==> config.mk <==
export PLATFORM = sky130hd
export DESIGN_NAME = servo_pwm_capture
export DESIGN_NICKNAME = d
export VERILOG_FILES = /design/src/rtl/servo_pwm_capture.sv
export SDC_FILE = /design/constraint.sdc
export NUM_CORES = 1
export LEC_CHECK = 0
export CAP_MARGIN = 5
export CORE_UTILIZATION = 40
export CTS_CLUSTER_DIAMETER = 40
export CTS_CLUSTER_SIZE = 10
export DETAILED_ROUTE_END_ITERATION = 16
export SLEW_MARGIN = 20
export SYNTH_ARGS = -nofsm -noshare
export SYNTH_HDL_FRONTEND = slang
export SYNTH_SLANG_ARGS = --single-unit
export TNS_END_PERCENT = 30
==> constraint.sdc <==
create_clock -name clk -period 3.9 [get_ports clk]
set_input_delay 1.17 -clock clk [delete_from_list [all_inputs] [get_ports clk]]
set_output_delay 1.17 -clock clk [all_outputs]
set_load 0.005 [all_outputs]
==> src/rtl/servo_pwm_capture.sv <==
// -----------------------------------------------------------------------------
// servo_pwm_capture
//
// Receive-side measurement of a servo-style PWM line. The raw pin is brought
// into the clk domain through a two-flop synchroniser plus a history flop.
// Each rising-edge-to-rising-edge period produces one sample that holds:
//   - width:  the high time of that period, in clk cycles
//   - period: the rising-edge-to-rising-edge distance, in clk cycles
// Each sample is range-checked against the legal servo limits. When no rising
// edge arrives for TIMEOUT cycles, signal_lost is raised.
//
// Build option:
//   SERVO_PWM_CAPTURE_INVERT_EN - when defined, the pin is inverted before the
//     synchroniser. Use this for an active-low pulse, as produced by the
//     driver's inverted output stage. "High time" then means pin-low time.
//     When undefined, pwm_in is used as-is (active-high).
//
// Parameters:
//   CNT_W      width of the internal counters and of the width/period outputs
//   MIN_PULSE  minimum legal high time, cycles
//   MAX_PULSE  maximum legal high time, cycles
//   MIN_PERIOD minimum legal period, cycles
//   MAX_PERIOD maximum legal period, cycles
//   TIMEOUT    cycles without a rising edge before signal_lost is raised
//
// Ports:
//   clk           system clock (12 MHz nominal)
//   rst_n         asynchronous active-low reset
//   pwm_in        raw PWM line, asynchronous to clk
//   width         last captured high time, cycles
//   period        last captured period, cycles
//   sample_valid  one-cycle strobe: width/period were just updated
//   in_range      last sample had both width and period within limits
//   signal_lost   no edge activity for TIMEOUT cycles; sticky until next sample
// -----------------------------------------------------------------------------
module servo_pwm_capture #(
  parameter int CNT_W      = 20,
  parameter int MIN_PULSE  = 6000,
  parameter int MAX_PULSE  = 30000,
  parameter int MIN_PERIOD = 180000,
  parameter int MAX_PERIOD = 300000,
  parameter int TIMEOUT    = 360000
) (
  input  logic             clk,
  input  logic             rst_n,
  input  logic             pwm_in,
  output logic [CNT_W-1:0] width,
  output logic [CNT_W-1:0] period,
  output logic             sample_valid,
  output logic             in_range,
  output logic             signal_lost
);

  // FSM encoding
  localparam logic [1:0] ST_WAIT_RISE = 2'd0;
  localparam logic [1:0] ST_HIGH      = 2'd1;
  localparam logic [1:0] ST_LOW       = 2'd2;

  localparam logic [CNT_W-1:0] CNT_MAX = {CNT_W{1'b1}};
  localparam logic [CNT_W-1:0] CNT_ONE = CNT_W'(1);

  // Clamp the timeout threshold to the counter range. A counter that is too
  // narrow saturates at CNT_MAX, so the >= compare below still fires.
  localparam longint unsigned CNT_MAX_L  = (64'd1 << CNT_W) - 64'd1;
  localparam longint unsigned TIMEOUT_L  = (longint'(TIMEOUT) > CNT_MAX_L) ?
                                           CNT_MAX_L : longint'(TIMEOUT);
  localparam logic [CNT_W-1:0] TIMEOUT_C = CNT_W'(TIMEOUT_L);

  localparam logic [CNT_W-1:0] MIN_PULSE_C  = CNT_W'(MIN_PULSE);
  localparam logic [CNT_W-1:0] MAX_PULSE_C  = CNT_W'(MAX_PULSE);
  localparam logic [CNT_W-1:0] MIN_PERIOD_C = CNT_W'(MIN_PERIOD);
  localparam logic [CNT_W-1:0] MAX_PERIOD_C = CNT_W'(MAX_PERIOD);

  // Input path: s1/s2 form the synchroniser, s3 is the edge-detect history.
  logic s1_q, s1_d;
  logic s2_q, s2_d;
  logic s3_q, s3_d;
  logic rise, fall;

  logic [1:0]       state_q, state_d;
  logic [CNT_W-1:0] hi_cnt_q, hi_cnt_d;
  logic [CNT_W-1:0] per_cnt_q, per_cnt_d;
  logic [CNT_W-1:0] width_q, width_d;
  logic [CNT_W-1:0] period_q, period_d;
  logic             sample_valid_q, sample_valid_d;
  logic             in_range_q, in_range_d;
  logic             signal_lost_q, signal_lost_d;

  logic [CNT_W-1:0] hi_inc, per_inc;
  logic             timeout;

  function automatic logic [CNT_W-1:0] sat_inc(input logic [CNT_W-1:0] v);
    return (v == CNT_MAX) ? v : v + CNT_ONE;
  endfunction

  function automatic logic range_ok(input logic [CNT_W-1:0] w,
                                    input logic [CNT_W-1:0] p);
    return (w >= MIN_PULSE_C)  && (w <= MAX_PULSE_C) &&
           (p >= MIN_PERIOD_C) && (p <= MAX_PERIOD_C);
  endfunction

  // Both edges see the same two-cycle synchroniser delay, so the measured
  // high time and period are not affected by it.
  always_comb begin
`ifdef SERVO_PWM_CAPTURE_INVERT_EN
    s1_d = ~pwm_in;
`else
    s1_d = pwm_in;
`endif
    s2_d = s1_q;
    s3_d = s2_q;
  end

  assign rise = s2_q & ~s3_q;
  assign fall = ~s2_q & s3_q;

  // Timeout is judged on the value per_cnt is about to take. This raises
  // signal_lost exactly TIMEOUT cycles after the rise detection, which lines
  // up with sample_valid's one-cycle latency.
  assign hi_inc  = sat_inc(hi_cnt_q);
  assign per_inc = sat_inc(per_cnt_q);
  assign timeout = (per_inc >= TIMEOUT_C);

  // NOTE: every variable gets a default at the top of the block, so each
  // path through the case assigns it and no latch can be inferred.
  always_comb begin
    state_d        = state_q;
    hi_cnt_d       = hi_cnt_q;
    per_cnt_d      = per_cnt_q;
    width_d        = width_q;
    period_d       = period_q;
    sample_valid_d = 1'b0;
    in_range_d     = in_range_q;
    signal_lost_d  = signal_lost_q;

    case (state_q)
      ST_WAIT_RISE: begin
        // A rise here only starts a measurement; it completes no sample.
        hi_cnt_d  = '0;
        per_cnt_d = '0;
        if (rise) begin
          hi_cnt_d  = CNT_ONE;
          per_cnt_d = CNT_ONE;
          state_d   = ST_HIGH;
        end
      end

      ST_HIGH: begin
        if (timeout) begin
          // The line is stuck high.
          state_d       = ST_WAIT_RISE;
          hi_cnt_d      = '0;
          per_cnt_d     = '0;
          signal_lost_d = 1'b1;
          in_range_d    = 1'b0;
        end else if (fall) begin
          // The fall cycle belongs to the low time. hi_cnt freezes here.
          per_cnt_d = per_inc;
          state_d   = ST_LOW;
        end else begin
          hi_cnt_d  = hi_inc;
          per_cnt_d = per_inc;
        end
      end

      ST_LOW: begin
        if (rise) begin
          // Close this period and at once start measuring the next one.
          width_d        = hi_cnt_q;
          period_d       = per_cnt_q;
          sample_valid_d = 1'b1;
          in_range_d     = range_ok(hi_cnt_q, per_cnt_q);
          signal_lost_d  = 1'b0;
          hi_cnt_d       = CNT_ONE;
          per_cnt_d      = CNT_ONE;
          state_d        = ST_HIGH;
        end else if (timeout) begin
          // The line is stuck low.
          state_d       = ST_WAIT_RISE;
          hi_cnt_d      = '0;
          per_cnt_d     = '0;
          signal_lost_d = 1'b1;
          in_range_d    = 1'b0;
        end else begin
          per_cnt_d = per_inc;
        end
      end

      default: begin
        state_d   = ST_WAIT_RISE;
        hi_cnt_d  = '0;
        per_cnt_d = '0;
      end
    endcase
  end

  // NOTE: sequential state uses non-blocking assignments only. Every flop
  // updates from values sampled before the edge, so the order of statements
  // in this block does not matter.
  always_ff @(posedge clk or negedge rst_n) begin
    if (!rst_n) begin
      s1_q           <= 1'b0;
      s2_q           <= 1'b0;
      s3_q           <= 1'b0;
      state_q        <= ST_WAIT_RISE;
      hi_cnt_q       <= '0;
      per_cnt_q      <= '0;
      width_q        <= '0;
      period_q       <= '0;
      sample_valid_q <= 1'b0;
      in_range_q     <= 1'b0;
      signal_lost_q  <= 1'b1;
    end else begin
      s1_q           <= s1_d;
      s2_q           <= s2_d;
      s3_q           <= s3_d;
      state_q        <= state_d;
      hi_cnt_q       <= hi_cnt_d;
      per_cnt_q      <= per_cnt_d;
      width_q        <= width_d;
      period_q       <= period_d;
      sample_valid_q <= sample_valid_d;
      in_range_q     <= in_range_d;
      signal_lost_q  <= signal_lost_d;
    end
  end

  assign width        = width_q;
  assign period       = period_q;
  assign sample_valid = sample_valid_q;
  assign in_range     = in_range_q;
  assign signal_lost  = signal_lost_q;

endmodule
==> flow_summary.ini <==
[global_route]
antenna_found_initial = 0
top_usage_layer = met1
grt_pass1_vias = 3679
grtUsageMet2_pct = 30.5
met1_usage_pct = 31.3
met3_usage_pct = 3.56
track_usage_pct = 21.2
grt_max_degree = 63
grt_pass1_wl_microns = 19300
grt-ovfl-total = 0

[power_and_ir_drop]
peakVddDrop_v = 0.000242
total_leakage_power_nw = 2.30
p_per_area_nw_per_um2 = 442

[clock_tree]
ctsResizeCount = 0
clockBufferDepth = 2
clkLatencyLatePin_ps = 340
cts_setup_buffers = 0
htree_levels = 3
clkSinkCount = 88
cts.clk_slew.worst_paths_ps = 60
cts_made_buffers = 9
hold_buffers = 0
cts_root_buf = clkbuf_16
cts_tree = yes

[critical_path]
regToRegSetupSlack_ps = 380
path_max_fanout = 18
critPathKind = reg -> reg
worstPathRequired_ps = 4110
timing.rr.end = hi_cnt_q[7]
timing.rr.start = per_cnt_q[0]
worstSetupEndpointType = flip-flop
cp.arrival_ps = 3730
reg2regPathDepth = 9
startpoint_type = flip-flop

[min_path]
min_to = s2_q
hold_class = reg -> reg
whs_path_depth = 0
worst_hold_startpoint = s1_q

[synthesis]
syn_inst = 528
synth-main-ff-cell = dfrtp_1
synth_edf_count = 0
yosysWarnings = 0
netlist_area_sq_um = 4640
ys_types = 58
synth_area_per_cell_sq_um = 8.79
synth_fp_nets = 539
synth-seq-cells = 88
async_flop_share_pct = 100
seq_area_frac_synth_pct = 47.5

[cells_and_area]
drive_above_1_share_pct = 5.86
antenna_cells = 0
final_common_cell = nand2_1
fin_cells = 703
nets = 573
stdcell_area_sq_um = 5470
layout_common_cells = nand2_1 (113), dfrtp_1 (87), clkdlybuf4s50_1 (44)
areaGrowthSynthToFinish_pct = 18.0

[place]
pre_cts_slack_ps = 434
portBuffers = 45
placed_area_sq_um = 5190
gp_congestion = 0.844
dp_cells = 691
dp_hpwl_microns = 8370

[floorplan]
dieArea_sq_um = 12000
die_width_microns = 110
io-pin-count = 46
die_y_microns = 110
coreArea_sq_um = 11100
num_rows = 38
initial_core_util_pct = 41.9

[timing]
post-route-period-util_pct = 90.3
setup-tns-final_ps = 0
setup_viol = 0
slew_headroom_pct = 45.8
maxSlewViolCount = 0
max_freq_ghz = 0.284
min_period_ps = 3520
hold_violations = 0
finClkSkew_ps = 8.01
fin_ws_ps = 378
worstMarginPinSlew_ps = 813
rsz0062_at_grt = no

[routing]
drt-total-wl_microns = 11900
drt_iter0_drc = 350
final_antenna_net_count = 0
post-route-drc-count = 0
vias = 4017
vias_per_cell = 5.71
dr.pass1.iters = 5
wl_per_cell_microns = 16.9

[outcome]
status = finished, final reports clean

[job]
drv_cap = 0
where the power goes:
part / internal [mW] / switching (mW)
Combinational: 0.191 / 0.381
Clock: 0.517 / 0.327
Sequential: 0.962 / 0.0436
Total: 1.67 / 0.751
layer usage:
layer	up-vias	part of all wire [%]
met4	0	1.5
li1	1940	-
met5	-	0
met3	10	5.4
met1	1924	49
met2	143	44
worst max-delay path: stages (launching register included):
cell	delay [ps]
dfrtp_1	420
ha_1	350
nand4_4	190
nor4_4	550
a211oi_2	170
xnor2_1	170
or4_1	600
o211a_1	520
a32oi_1	320
o22ai_1	100
sequential cells by signal (all words and copies together), names as in the netlist:
register      cells
state_q           2
signal_lost       1
sample_valid      1
s2_q              1
hi_cnt_q         20
per_cnt_q        20
s3_q              1
width            20
in_range          1
s1_q              1
period           20
synthesized netlist by cell type, types with 5 or more instances:
library cell  instances  share of area [%]
nand2_1             114                9.2
dfrtp_1              87                 47
o21ai_0              31                3.3
nor2_1               29                2.3
nand3_1              28                3.0
inv_1                25                2.0
clkbuf_1             18                1.5
nand4_1              18                2.4
a21oi_1              17                1.8
nor3_1               14                1.5
a32oi_1              13                2.5
nor4_1               11                1.5
o22ai_1               9                1.2
ha_1                  8                2.2
xor2_1                7                1.3
and3_1                6               0.81
buf_2                 6               0.65
mux2i_1               6                1.3
a31oi_1               5               0.67
nand2b_1              5               0.67
o211ai_1              5               0.81
or3_1                 5               0.67
xnor2_1               5               0.94
how the worst max path moves through the flow:
stage	start	endpoint	slack, ps
finish	per_cnt_q[0]	hi_cnt_q[7]	380
global route	per_cnt_q[1]	hi_cnt_q[0]	100
CTS	per_cnt_q[0]	hi_cnt_q[13]	400
detailed placement	per_cnt_q[0]	hi_cnt_q[13]	430
global placement	per_cnt_q[0]	hi_cnt_q[9]	500
floorplan	per_cnt_q[0]	hi_cnt_q[11]	800
stage by stage:
step	hold WS [ps]	utilization, %	total power, mW
after floorplan	331	-	1.39
after global placement	336	46.9	1.58
after detailed placement	338	46.9	1.59
after CTS	352	49.4	2.44
after global routing	358	49.4	2.55
final	351	49.4	2.42
cell type report:
type                    instances  area, sq um
multi-input cells             384         2200
clock inverters                 1         30.0
fillers                      1073         5600
inverters                      25         93.8
clock buffers                  11          253
well taps                     140          175
flip-flops and latches         88         2200
repair buffers                 54          515
logic make-up (layout without fill, tap and decap cells):
| group | count (synthesis) | count (layout) | synth area share, % |
|---|---|---|---|
| compound gates | 104 | 104 | 14.9 |
| xor+xnor | 12 | 12 | 2.27 |
| fa+ha+maj | 8 | 8 | 2.16 |
| buf+inv | 56 | 91 | 5.07 |
| flops | 88 | 88 | 47.5 |
| mux | 7 | 7 | 1.62 |
| other cells | 1 | 1 | 0.0808 |
| simple gates | 252 | 252 | 26.5 |
Power figures use the tool's default switching activity.
